--- src/rtl/shared_register_arbiter_if.sv ---
// Requester-side bus of the shared register arbiter: per-requester handshake,
// packed write data, and the shared read-back value.
interface shared_register_arbiter_if #(
    parameter int WIDTH = 16,
    parameter int NREQ  = 4
);
    logic [NREQ-1:0]       req;
    logic [NREQ-1:0]       we;
    logic [NREQ*WIDTH-1:0] wdata;
    logic [NREQ-1:0]       gnt;
    logic [NREQ-1:0]       ack;
    logic [WIDTH-1:0]      rdata;
    logic                  busy;

    modport master (
        output req,
        output we,
        output wdata,
        input  gnt,
        input  ack,
        input  rdata,
        input  busy
    );

    modport slave (
        input  req,
        input  we,
        input  wdata,
        output gnt,
        output ack,
        output rdata,
        output busy
    );
endinterface

--- src/rtl/shared_register_arbiter.sv ---
// Round-robin arbiter that serialises read/write transactions from NREQ
// requesters onto a single shared storage register (IDLE -> GRANT -> ACK).
module shared_register_arbiter #(
    parameter int WIDTH = 16,
    parameter int NREQ  = 4
) (
    input  logic                     clk,
    input  logic                     rst_n,
    shared_register_arbiter_if.slave bus_io
);
    localparam int IDX_W = (NREQ > 1) ? $clog2(NREQ) : 1;

    typedef enum logic [1:0] {
        IDLE  = 2'd0,
        GRANT = 2'd1,
        ACK   = 2'd2
    } state_t;

    state_t            state_q, state_d;
    logic [IDX_W-1:0]  owner_q, owner_d;
    logic [IDX_W-1:0]  ptr_q, ptr_d;
    logic [WIDTH-1:0]  data_q, data_d;

    logic [IDX_W-1:0]  win_idx;
    logic [IDX_W-1:0]  owner_inc;
    logic [IDX_W:0]    cand;
    logic              any_req;
    logic [WIDTH-1:0]  wdata_arr [NREQ];

    genvar gi;
    generate
        for (gi = 0; gi < NREQ; gi++) begin : g_lane
            assign wdata_arr[gi]     = bus_io.wdata[gi*WIDTH +: WIDTH];
            assign bus_io.gnt[gi]    = (state_q == GRANT) && (owner_q == IDX_W'(gi));
            assign bus_io.ack[gi]    = (state_q == ACK)   && (owner_q == IDX_W'(gi));
        end
    endgenerate

    assign bus_io.busy  = (state_q != IDLE);
    assign bus_io.rdata = data_q;

    // First requester found searching upward from ptr_q, wrapping at NREQ.
    always_comb begin
        win_idx = ptr_q;
        any_req = 1'b0;
        cand    = '0;
        for (int k = 0; k < NREQ; k++) begin
            cand = {1'b0, ptr_q} + (IDX_W+1)'(k);
            if (cand >= (IDX_W+1)'(NREQ)) begin
                cand = cand - (IDX_W+1)'(NREQ);
            end
            if (!any_req && bus_io.req[cand[IDX_W-1:0]]) begin
                any_req = 1'b1;
                win_idx = cand[IDX_W-1:0];
            end
        end
    end

    assign owner_inc = (owner_q == IDX_W'(NREQ-1)) ? '0 : owner_q + IDX_W'(1);

    always_comb begin
        state_d = state_q;
        owner_d = owner_q;
        ptr_d   = ptr_q;
        data_d  = data_q;
        case (state_q)
            IDLE: begin
                if (any_req) begin
                    owner_d = win_idx;
                    state_d = GRANT;
                end
            end
            GRANT: begin
                // Pointer advances even on abort so a dropped request cannot starve others.
                ptr_d = owner_inc;
                if (bus_io.req[owner_q]) begin
                    state_d = ACK;
                    if (bus_io.we[owner_q]) begin
                        data_d = wdata_arr[owner_q];
                    end
                end else begin
                    state_d = IDLE;
                end
            end
            ACK: begin
                state_d = IDLE;
            end
            default: begin
                state_d = IDLE;
            end
        endcase
    end

    always_ff @(posedge clk or negedge rst_n) begin
        if (!rst_n) begin
            state_q <= IDLE;
            owner_q <= '0;
            ptr_q   <= '0;
            data_q  <= '0;
        end else begin
            state_q <= state_d;
            owner_q <= owner_d;
            ptr_q   <= ptr_d;
            data_q  <= data_d;
        end
    end
endmodule
--- src/flat_wrapper.sv ---
// flat-port wrapper written by rule: the top's interface ports become plain ports
module shared_register_arbiter_flat 
#(
    parameter int WIDTH = 16,
    parameter int NREQ  = 4
)
  (clk, rst_n, bus_io_req, bus_io_we, bus_io_wdata, bus_io_gnt, bus_io_ack, bus_io_rdata, bus_io_busy);
  shared_register_arbiter_if #(.WIDTH(WIDTH), .NREQ(NREQ)) bus_io_i ();
  input  logic clk;
  input  logic rst_n;
  input wire logic [$bits(bus_io_i.req)-1:0] bus_io_req;
  input wire logic [$bits(bus_io_i.we)-1:0] bus_io_we;
  input wire logic [$bits(bus_io_i.wdata)-1:0] bus_io_wdata;
  output wire logic [$bits(bus_io_i.gnt)-1:0] bus_io_gnt;
  output wire logic [$bits(bus_io_i.ack)-1:0] bus_io_ack;
  output wire logic [$bits(bus_io_i.rdata)-1:0] bus_io_rdata;
  output wire logic [$bits(bus_io_i.busy)-1:0] bus_io_busy;
  assign bus_io_i.req = bus_io_req;
  assign bus_io_i.we = bus_io_we;
  assign bus_io_i.wdata = bus_io_wdata;
  assign bus_io_gnt = bus_io_i.gnt;
  assign bus_io_ack = bus_io_i.ack;
  assign bus_io_rdata = bus_io_i.rdata;
  assign bus_io_busy = bus_io_i.busy;
  shared_register_arbiter #(.WIDTH(WIDTH), .NREQ(NREQ)) u_core (.clk(clk), .rst_n(rst_n), .bus_io(bus_io_i));
endmodule
--- config.mk ---
export PLATFORM = sky130hd
export DESIGN_NAME = shared_register_arbiter_flat
export DESIGN_NICKNAME = d
export VERILOG_FILES = /design/src/rtl/shared_register_arbiter_if.sv /design/src/rtl/shared_register_arbiter.sv /design/src/flat_wrapper.sv
export SDC_FILE = /design/constraint.sdc
export NUM_CORES = 1
export LEC_CHECK = 0
export CAP_MARGIN = 20
export CORE_MARGIN = 3
export CORE_UTILIZATION = 37
export CTS_CLUSTER_DIAMETER = 60
export DETAILED_ROUTE_END_ITERATION = 6
export HOLD_SLACK_MARGIN = 0.03
export PLACE_DENSITY_LB_ADDON = 0.05
export SLEW_MARGIN = 20
export SYNTH_ARGS = -nofsm -noshare
export SYNTH_HDL_FRONTEND = slang
export SYNTH_SLANG_ARGS = --single-unit
--- constraint.sdc ---
create_clock -name clk -period 2.2 [get_ports clk]
set_input_delay 0.44 -clock clk [delete_from_list [all_inputs] [get_ports clk]]
set_output_delay 0.44 -clock clk [all_outputs]
set_load 0.03 [all_outputs]
# After elaboration in Yosys (flattened, before gate mapping)
# Index checks and enable logic that the tools add are counted.
# op_classes
n_bitwise,1
n_lt_le_gt_ge,10
eq_ne,6
n_div,0
multipliers,0
n_shift,0
mux,31
n_addsub,8
n_reduce_logical,19
# ops
operator,count
16-bit binary-select mux with 2-bit select,1
16-bit 2-to-1 mux,2
2-bit 2-to-1 mux,11
"2-bit by 3-bit less-than comparator with 1-bit output, second input constant",5
1-bit binary-select mux with 2-bit select,6
"3-bit greater-or-equal comparator, second input constant",4
1-bit logical AND,11
1-bit 2-to-1 mux,10
"2-bit by 1-bit subtractor with 2-bit output, second input constant",4
"2-bit by 2-bit adder with 3-bit output, second input constant",2
"2-bit equality test, second input constant",3
"2-bit by 1-bit equality test with 1-bit output, second input constant",2
2-bit zero test,2
2-bit one-hot mux with 2 select lines,1
"2-bit by 1-bit adder with 3-bit output, second input constant",1
"2-bit by 3-bit greater-or-equal comparator with 1-bit output, second input constant",1
1-bit zero test,3
2-bit NOT with 3-bit output,1
3-bit AND reduction,1
"2-bit by 1-bit adder with 2-bit output, second input constant",1
"2-bit by 1-bit != test with 1-bit output, second input constant",1
2-bit AND reduction,1
2-bit nonzero test,1
# totals
output_inout_bits,25
rom_bits,0
memories,0
register_bits,22
input_bits,74
mem_bits_rw,0
latchBits,0
word_cells,79

# Longest topological paths before layout
# Gate-level depths: netlist (run 1).
# depth
depth_word,16
depth_mapped,6
mapped_depth_nobuf,4

# Least setup slack after synthesis (run 1)
# Ideal clock, no wire load.
# synth_timing
kind,register -> output
from,register u_core.owner_q[1]
to,output port bus_io_ack[1]
t_arrival_ns,1.239
n_path_buf,2
setup_slack_ns,0.521
t_required_ns,1.760
path_stages_with_launch,6
cell_sequence,dfrtp_1 clkbuf_8 clkbuf_8 inv_1 ha_1 and2_1
# synth_between
elab_chain_len,2
# synth_lines
element,line_no,source
start: declaration,shared_register_arbiter.sv:20,"logic [IDX_W-1:0] owner_q, owner_d;"
start signal: assignment,shared_register_arbiter.sv:102,owner_q <= owner_d;
2-bit by 1-bit equality test with 1-bit output,shared_register_arbiter.sv:35,assign bus_io.ack[gi] = (state_q == ACK) && (owner_q == IDX_W'(gi));
1-bit logical AND,shared_register_arbiter.sv:35,
end: declaration,flat_wrapper.sv:15,output wire logic [$bits(bus_io_i.ack)-1:0] bus_io_ack;
# Every way passes these cells.

# Final worst setup path (run 1)
# layout_timing
from,register u_core.state_q[0]
to,output port bus_io_busy
# layout_between
elab_chain_len,1
# layout_lines
element,line_no,source
start: declaration,shared_register_arbiter.sv:19,"state_t state_q, state_d;"
start signal: assignment,shared_register_arbiter.sv:101,state_q <= state_d;
2-bit nonzero test,shared_register_arbiter.sv:39,assign bus_io.busy = (state_q != IDLE);
end: declaration,flat_wrapper.sv:17,output wire logic [$bits(bus_io_i.busy)-1:0] bus_io_busy;
# Every way passes these cells.

==> results.md, run 1 <==
Routing:
- The routed length per placed instance is roughly 16 um.
- After detailed routing, the total wire length is about 4000 um.
- After detailed routing, the number of vias per cell comes to approximately 5.0.
- The remaining antenna violation count after routing is 0.
- After the first detailed-routing iteration, the DRC count stood at 39.
- The remaining design rule violation count is 0.
- The detailed-route via count is 1,309.
- The number of iterations in the first detailed-routing pass is 4.

STA:
- In the finished design, the share of the clock period the worst path needs comes to between 90 and 100%.
- The clock period could shrink to 2.03 ns.
- For the pin with the worst max-slew slack, the measured transition is 0.460 ns.
- The count of final hold-check violations is 0.
- The worst clock skew on the final layout is about 0.0080 ns.
- Setup repair after global routing left no endpoint under its margin.
- The worst pin sits at a relative slew slack of about two thirds.
- Adding up every negative setup slack in the final design gives 0 ns.
- The final critical-path setup slack is roughly 0.17 ns.
- The number of pins exceeding their max-slew limit in the final report is 0.
- The total of endpoints with negative setup slack in the final report is 0.
- The maximum clock rate is 492 MHz.

Floorplanning:
- The floorplan step defined a die boundary enclosing about 5100 sq um.
- The die boundary height is slightly above 70 um.
- The total core area is 4060 sq um.
- The die is 71.3 um wide.
- The initial cell density of the core is 38.9%.
- The row count is 23.
- The number of top-level pins is roughly 100.

Clock network:
- The H-tree depth reported by CTS is 1.
- TritonCTS built the clock tree.
- For the worst-skew pair, the clock arrives at the later sink with an insertion delay of about 0.26 ns.
- In this run the post-CTS setup repair buffer count came out at 0.
- TritonCTS created 3 clock buffers.
- The clock passes through at most 2 buffers.
- The clock-pin slew on the worst setup and hold paths is roughly 0.090 ns.
- The count of clock tree sinks is 22.
- The root buffer cell chosen for the clock tree is sky130_fd_sc_hd__clkbuf_8.

GRT:
- Global routing finished with a remaining overflow of 0.
- The wire length of the first global-routing pass is between 6000 and 7000 um.
- The number of antenna violations at the first check in global routing is 0.
- For this run, the total global-route usage over all layers was measured as roughly 17%.
- The via count of the first global-routing pass came to between 1,000 and 1,500.
- Entering global routing, the biggest net connects 23 pins.

Yosys:
- By area the synthesized netlist is led by sky130_fd_sc_hd__dfrtp_1 (35%), sky130_fd_sc_hd__mux4_1 (13%), sky130_fd_sc_hd__mux4_2 (13%).
- During synthesis, Yosys emitted a total of 0 warnings.
- The share of synthesized registers carrying an async set or reset is 100%.
- The post-synthesis sequential element count is 22.
- Synthesis produced 106 cells.
- Each instance of the synthesized netlist takes up on average around 15 sq um.
- The portion of synthesized cell area occupied by the leading cell type is a little over a third.
- The number of flops mapped to enable cells by yosys is 0.
- Among all flip-flop cells after synthesis, the most frequent one is sky130_fd_sc_hd__dfrtp_1.
- For this run, the register share of the synthesized area comes to 34.9%.
- The number of distinct library cell variants in the gate-level netlist after synthesis is 28.
- The cell type with the highest aggregate area in the netlist is sky130_fd_sc_hd__dfrtp_1.
- The total nets after synthesis is between 150 and 200.
- The post-synthesis instance area is around 1600 sq um.

Setup path:
- The required arrival time at the worst endpoint is about 1.8 ns.
- In this run the worst path has a maximum fanout of 5.
- STA puts the critical path data arrival time at roughly 1.6 ns.
- The worst-case register-to-register setup slack is roughly 0.32 ns.
- Measured in cells, the most critical reg-to-reg path has a length of 4.
- The count of cell instances traversed by the critical path is 2.
- The origin of the critical flop-to-flop path is u_core.owner_q[0].
- The critical path in this run is classified as flip-flop to output pin.
- In this design, the largest share of critical-path delay is due to buffers and inverters.
- For this run, the slowest stage of the critical path takes around 0.6 ns.
- The worst setup path is captured at an output pin.
- The critical path goes through or2_2, clkdlybuf4s50_1.
- The cell with the biggest individual delay on the critical path is sky130_fd_sc_hd__clkdlybuf4s50_1.
- The worst setup path is launched from a flip-flop.
- The number of buffer and inverter stages on the critical path is 1.
- The capture point of the worst reg-to-reg path is u_core.bus_io.rdata[14].

Placement:
- The number of buffers inserted by port buffering is approximately 100.
- The final weighted congestion in routability-driven placement is approximately 0.8.
- After detailed placement, the design holds a cell count of between 200 and 300.
- The cell area after placement is 2600 sq um.
- The pre-CTS setup slack is a little over 0.08 ns.
- The sum of net half-perimeters after detailed placement is ~3300 um.

Final layout:
- The number of antenna diodes is 0.
- The final layout contains 290 nets.
- The layout-stage area growth over the synthesis result is 69.5%.
- The count of cells in the finished layout, fillers not included, comes to 261.
- In the final layout, the multi-input gates occupy 946 sq um.
- Summing all flip-flop and latch instances after layout gives around 550 sq um.
- The filler cells instantiated in the layout total about 300.
- The fraction of final layout cells with drive strength greater than 1 is about 22%.
- The final design area excluding fillers is 2680 sq um.

Pwr:
- Across the VDD grid, the largest voltage drop is just over 800 uV.
- The analysis attributes to cell leakage a power of 1.16 nW.
- For this design the ratio of total power to cell area is 1220 nW/um^2.

Worst hold path:
- The path class of the lowest-slack min-delay path is input port to asynchronous set/reset pin.

Outcome:
- The flow ran to the end, and the final reports show no timing, DRC or antenna violations.

Flow run:
- Max-cap violations in this run came to 0.
synthesized netlist by cell type, types with 2 or more instances:
library cell / count
sky130_fd_sc_hd__dfrtp_1: 22
sky130_fd_sc_hd__mux2_4: 10
sky130_fd_sc_hd__mux4_2: 9
sky130_fd_sc_hd__and2_1: 8
sky130_fd_sc_hd__mux4_1: 8
sky130_fd_sc_hd__mux2_2: 7
sky130_fd_sc_hd__ha_1: 4
sky130_fd_sc_hd__nor2_1: 4
sky130_fd_sc_hd__o21ai_0: 4
sky130_fd_sc_hd__inv_1: 3
sky130_fd_sc_hd__nand2_1: 3
sky130_fd_sc_hd__nor2b_1: 3
sky130_fd_sc_hd__a21oi_1: 2
sky130_fd_sc_hd__buf_6: 2
sky130_fd_sc_hd__clkbuf_8: 2
sky130_fd_sc_hd__mux2i_1: 2
sky130_fd_sc_hd__o22ai_1: 2
how the worst max path moves through the flow:
stage	endpoint	start	slack [ns]
after floorplan	bus_io_ack[1]	u_core.owner_q[1]	0.52
after global routing	bus_io_busy	u_core.state_q[0]	0.11
after CTS	bus_io_ack[0]	u_core.owner_q[1]	0.01
after global placement	u_core.bus_io.rdata[14]	bus_io_we[3]	0.12
final	bus_io_busy	u_core.state_q[0]	0.17
after detailed placement	u_core.bus_io.rdata[14]	bus_io_we[3]	0.08
area by class of cell:
cell class / count / share of cell area, %
Sequential cell: 22 / 20.6
Tap cell: 50 / 2.34
Clock buffer: 3 / 1.54
Clock inverter: 1 / 1.12
Multi-Input combinational cell: 76 / 35.4
Timing Repair Buffer: 106 / 38.6
Inverter: 3 / 0.421
cells by family (layout without fill, tap and decap cells):
logic type | count (synthesis) | count (layout) | share of synthesized area (%)
muxes | 36 | 36 | 42.0
DFF | 22 | 22 | 34.9
buffers and inverters | 8 | 113 | 5.15
and+or+nand+nor | 25 | 25 | 9.75
AOI/OAI and AO/OA | 11 | 11 | 5.08
adders and majority gates | 4 | 4 | 3.17
flip-flops by register name, indices dropped and copies added (netlist names):
register	cells
u_core.bus_io.rdata	16
u_core.owner_q	2
u_core.ptr_q	2
u_core.state_q	2
layout by cell type, fill, tap and decap left out, types with 2 or more instances in the layout:
cell type,instances
sky130_fd_sc_hd__o21ai_0,4
sky130_fd_sc_hd__clkbuf_8,3
sky130_fd_sc_hd__nand2_1,3
sky130_fd_sc_hd__mux2_4,10
sky130_fd_sc_hd__and2_1,8
sky130_fd_sc_hd__o22ai_1,2
sky130_fd_sc_hd__a21oi_1,2
sky130_fd_sc_hd__dlymetal6s2s_1,2
sky130_fd_sc_hd__dlygate4sd2_1,2
sky130_fd_sc_hd__mux2_2,7
sky130_fd_sc_hd__inv_1,3
sky130_fd_sc_hd__clkdlybuf4s50_1,90
sky130_fd_sc_hd__buf_4,12
sky130_fd_sc_hd__ha_1,4
sky130_fd_sc_hd__nor2_1,4
sky130_fd_sc_hd__mux4_1,8
sky130_fd_sc_hd__mux4_2,9
sky130_fd_sc_hd__dfrtp_1,22
sky130_fd_sc_hd__mux2i_1,2
sky130_fd_sc_hd__nor2b_1,3
repair_timing:
action / CTS / global route
gates cloned: 0 / 0
hold buffers: 0 / 0
resized for setup: 2 / 2
endpoints found under the setup margin: 2 / 2
layer usage:
layer  share of wire (%)  track usage [%]
met5                   0                0
met4                0.46             2.51
met3                 8.3             4.49
met2                  51             29.8
met1                  40             21.1
where the power goes:
part / switching, mW / internal [mW] / total (mW) / leakage (nW)
sequential: 0.142 / 0.617 / 0.759 / 0.264
combinational: 0.989 / 1.14 / 2.13 / 0.864
clock: 0.134 / 0.243 / 0.377 / 0.0357
total: 1.27 / 2.00 / 3.27 / 1.16
through the flow:
step | power (mW) | hold WS (ns) | util [%]
floorplan | 2.24 | 0.144 | -
global placement | 2.89 | 0.488 | 64.1
detailed placement | 2.93 | 0.492 | 64.1
CTS | 3.32 | 0.513 | 65.8
global route | 3.49 | 0.527 | 65.9
finish | 3.27 | 0.513 | 65.9
No activity file was read; power rests on OpenSTA's default activity.
==> run 2, diff against run 1 <==
--- a/config.mk
+++ b/config.mk
@@ -5,14 +5,16 @@
 export SDC_FILE = /design/constraint.sdc
 export NUM_CORES = 1
 export LEC_CHECK = 0
+export ABC_AREA = 1
 export CAP_MARGIN = 20
 export CORE_MARGIN = 3
-export CORE_UTILIZATION = 37
+export CORE_UTILIZATION = 39
 export CTS_CLUSTER_DIAMETER = 60
 export DETAILED_ROUTE_END_ITERATION = 6
 export HOLD_SLACK_MARGIN = 0.03
 export PLACE_DENSITY_LB_ADDON = 0.05
-export SLEW_MARGIN = 20
+export REMOVE_ABC_BUFFERS = 1
+export SLEW_MARGIN = 5
 export SYNTH_ARGS = -nofsm -noshare
 export SYNTH_HDL_FRONTEND = slang
 export SYNTH_SLANG_ARGS = --single-unit
==> run 2 against run 1 <==
Cell count increased by 62%. Via count increased by 67%. Routed wire length increased by 42%. Combinational power increased by 33%. Fmax decreased by 2.7%. Sequential share of layout area decreased by 1.5 points. Utilization decreased by 0.71 points. Sequential cell count unchanged.
==> results.md, run 2 <==
Pwr:
- The maximum VDD drop came to 919 uV (+11%).
- The ratio of total power to cell area is 1380 nW/um^2 (+13%).
- The leakage power of the design came to 1.33 nW (+14%).

STA:
- The maximum clock rate is 478 MHz (-2.7%).
- The ratio of final minimum period to clock period is 95.0% (+2.6 points).
- The total of endpoints with negative setup slack in the final report is 0 (unchanged).
- The worst clock skew on the final layout is 0.00448 ns (-0.00348 ns).
- The measured slew at the worst slew-check pin is 0.438 ns (-0.0221 ns).
- The worst hold slack is 0.477 ns (-0.0364 ns).
- The minimum clock period after layout is 2.09 ns (+0.0571 ns).
- The number of pins exceeding their max-slew limit in the final report was 0 (unchanged).
- The count of final hold-check violations was 0 (unchanged).
- Setup repair after global routing left no endpoint under its margin.
- The aggregate negative setup slack is 0 ns (unchanged).
- The normalized max-slew margin is 70.8% (+2.3 points).

Routing:
- The detailed-route via count is 2,189 (+67%).
- The remaining design rule violation count was 0 (unchanged).
- The routed length per placed instance is 13.8 um (-13%).
- The wire length reported by the detailed router is 5830 um (+42%).
- The first-iteration detailed-routing DRC count was 156 (+300%).
- The number of iterations in the first detailed-routing pass is 4 (unchanged).
- The remaining antenna violation count after routing is 0 (unchanged).
- The per-cell via count in the routed design is 5.16 (+2.9%).

Clock network:
- TritonCTS built the clock tree.
- The count of clock tree sinks is 22 (unchanged).
- The clock-pin slew on the worst setup and hold paths is 0.09 ns (about the same).
- The clock latency on the worst-skew pair is 0.27 ns (about the same).
- The worst-case clock buffer depth is 2 (unchanged).
- The cell at the root of the clock tree is sky130_fd_sc_hd__clkbuf_8.
- The total clock buffers created by CTS is 3 (unchanged).
- The H-tree depth reported by CTS was 1 (unchanged).

Floorplanning:
- The initial cell density of the core was 41.0% (+2.1 points).
- The floorplan die width is 74.1 um (+4.0%).
- The row count is 24 (+4.3%).
- The total die area is 5500 sq um (+8.1%).
- The total core area is 4410 sq um (+8.8%).
- The die boundary height was 74.1 um (+4.0%).
- The number of top-level pins came to 99 (unchanged).

Yosys:
- The post-synthesis instance area is 1810 sq um (+15%).
- The synthesized area divided by synthesized cell count is 6.56 sq um (-56%).
- The share of synthesized registers carrying an async set or reset is 100% (unchanged).
- In the synthesized netlist the dominant register cell turns out to be sky130_fd_sc_hd__dfrtp_1.
- The post-synthesis sequential element count is 22 (unchanged).
- The number of flops mapped to enable cells by yosys was 0 (unchanged).
- The synthesized-area fraction occupied by ao, oa, aoi and oai cells is 19.8% (+15 points).
- The share of synthesized cell area in full adder, half adder and majority cells is 2.76% (-0.41 points).
- Sorting the synthesized cells by area gives the leading types as sky130_fd_sc_hd__dfrtp_1 (30%), sky130_fd_sc_hd__nand2_1 (14%), sky130_fd_sc_hd__o21ai_0 (10%).
- The portion of synthesized cell area occupied by the leading cell type is 30.4% (-4.5 points).
- By count the netlist is led by sky130_fd_sc_hd__nand2_1 (68), sky130_fd_sc_hd__nor2_1 (42), sky130_fd_sc_hd__o21ai_0 (36).
- The cell type with the highest aggregate area in the netlist is sky130_fd_sc_hd__dfrtp_1.
- The gate count of the mapped netlist is 276 (+160%).
- The total of warnings raised by yosys was 0 (unchanged).
- The area share of xor/xnor cells in the synthesized design is 0% (unchanged).
- After synthesis, the largest family of logic cells by area is simple AND/OR/NAND/NOR gates.
- The part of the Yosys area used for sequential elements is 30.4% (-4.5 points).
- The most common cell in the synthesized netlist is sky130_fd_sc_hd__nand2_1.
- The simple-gate share of the synthesized area came to 37.5% (+28 points).
- The number of distinct library cell variants in the gate-level netlist after synthesis came to 25 (-11%).
- The mux share of post-synthesis cell area was 0% (-42 points).

GRT:
- The total congestion overflow was 0 (unchanged).
- The maximum number of pins on one net before global-route repair is 39 (+70%).
- The number of antenna violations at the first check in global routing is 0 (unchanged).
- The wire length of the first global-routing pass is 9220 um (+36%).
- The overall global routing resource usage is 21.4% (+4.6 points).
- The via count of the first global-routing pass is 1,964 (+40%).

Final layout:
- The number of flip-flops in the largest register is 16 (unchanged).
- The library cells used most frequently in the layout, excluding fill and tap cells, are sky130_fd_sc_hd__clkdlybuf4s50_1 (90), sky130_fd_sc_hd__nand2_1 (68), sky130_fd_sc_hd__nor2_1 (42).
- The final design area excluding fillers is 2880 sq um (+7.6%).
- The layout net count is 451 (+56%).
- The utilization of the core after routing is 65.2% (-0.71 points).
- The fraction of final layout cells with drive strength greater than 1 was 11.8% (-10 points).
- Leaving out fill and tap cells, the most frequent cell in the layout is sky130_fd_sc_hd__clkdlybuf4s50_1.
- The number of fill cells in the layout was 411 (+37%).
- The layout-stage area growth over the synthesis result is 59.0%.
- The final cell count without fillers is 424 (+62%).
- The number of antenna diodes was 0 (unchanged).

Setup path:
- The biggest fanout along the worst timing path is 38 (+33).
- The endpoint of the worst setup timing path is bus_io_gnt[3].
- The arrival time reported for the critical path endpoint is 1.65 ns (+0.06 ns).
- The capture point of the worst reg-to-reg path is u_core.bus_io.rdata[8].
- In this run the worst setup path begins at u_core.owner_q[0].
- The number of cells on the worst reg-to-reg path is 6 (+2).
- The worst-case register-to-register setup slack came to 0.32 ns (about the same).
- The required arrival time at the worst endpoint is 1.76 ns (about the same).
- The worst setup path is launched from a flip-flop.
- The worst setup path is captured at an output pin.
- The setup path with the least slack is of type flip-flop to output pin.
- The origin of the critical flop-to-flop path is u_core.owner_q[0].

Placement:
- The total placed cells including tap cells is 420 (+63%).
- The number of buffers inserted by port buffering was 98 (unchanged).
- The sum of net half-perimeters after detailed placement is 4360 um (+33%).
- The cell area after placement is 2810 sq um (+8.1%).
- The final weighted congestion in routability-driven placement is 0.810 (+1.5%).

Worst hold path:
- The tightest min-delay check is of the flip-flop to flip-flop type.

Outcome:
- The run finished with clean final reports.

Flow run:
- The max-capacitance violation count came to 0 (unchanged).
## run 2: layer usage
metal / up-vias / track usage [%] / share of wire, %
li1: 1103 / - / -
met1: 986 / 28.7 / 43
met2: 93 / 35.2 / 47
met3: 7 / 3.51 / 9.4
met4: 0 / 6.64 / 1.3
met5: - / 0 / 0
## run 2: kinds of logic (layout without fill, tap and decap cells)
| kind of cell | after synthesis | in the layout |
|---|---|---|
| buffers and inverters | 32 | 128 |
| and+or+nand+nor | 157 | 157 |
| DFF | 22 | 22 |
| AOI/OAI and AO/OA | 61 | 61 |
| adders and majority gates | 4 | 4 |
## run 2: critical path, stage by stage (launching register included)
cell	delay, ns
sky130_fd_sc_hd__dfrtp_1	0.45
sky130_fd_sc_hd__buf_4	0.38
sky130_fd_sc_hd__ha_1	0.22
sky130_fd_sc_hd__inv_1	0.07
sky130_fd_sc_hd__nor2_1	0.10
sky130_fd_sc_hd__buf_4	0.17
## run 2: per-stage QoR
step           total power [mW]  setup slack [ns]
4_1_cts                    4.00             0.105
2_1_floorplan              2.55            0.0672
6_report                   3.98             0.110
3_3_place_gp               3.57             0.261
5_1_grt                    4.32            0.0195
3_5_place_dp               3.62             0.252
## run 2: how the worst min path moves through the flow
stage | startpoint | end | slack, ns | cells past startpoint
after global placement | u_core.bus_io.rdata[0] | u_core.bus_io.rdata[0] | 0.45 | 2
after detailed placement | u_core.bus_io.rdata[2] | u_core.bus_io.rdata[2] | 0.46 | 2
after global routing | u_core.bus_io.rdata[13] | u_core.bus_io.rdata[13] | 0.50 | 2
after CTS | u_core.bus_io.rdata[2] | u_core.bus_io.rdata[2] | 0.48 | 2
final | u_core.bus_io.rdata[0] | u_core.bus_io.rdata[0] | 0.48 | 2
after floorplan | rst_n | u_core.bus_io.rdata[0] | 0.14 | 0
## run 2: cell type report
type / count / area (sq um) / area share, %
multi-input combinational: 222 / 1090 / 37.8
timing repair buffer: 108 / 1040 / 36.2
sequential: 22 / 551 / 19.1
tap: 52 / 65.1 / 2.26
inverter: 16 / 62.6 / 2.17
clock buffer: 3 / 41.3 / 1.43
clock inverter: 1 / 30.0 / 1.04
## run 2: repair_timing
item | CTS | global route
hold buffers | 0 | 0
gates resized for setup | 4 | 0
buffers inserted | 0 | 0
endpoints found under the setup margin | 4 | 0
## run 2: where the power goes
group | total, mW | switching (mW) | internal, mW
Sequential | 0.759 | 0.158 | 0.601
Combinational | 2.83 | 1.77 | 1.06
Clock | 0.388 | 0.144 | 0.243
Total | 3.98 | 2.07 | 1.91
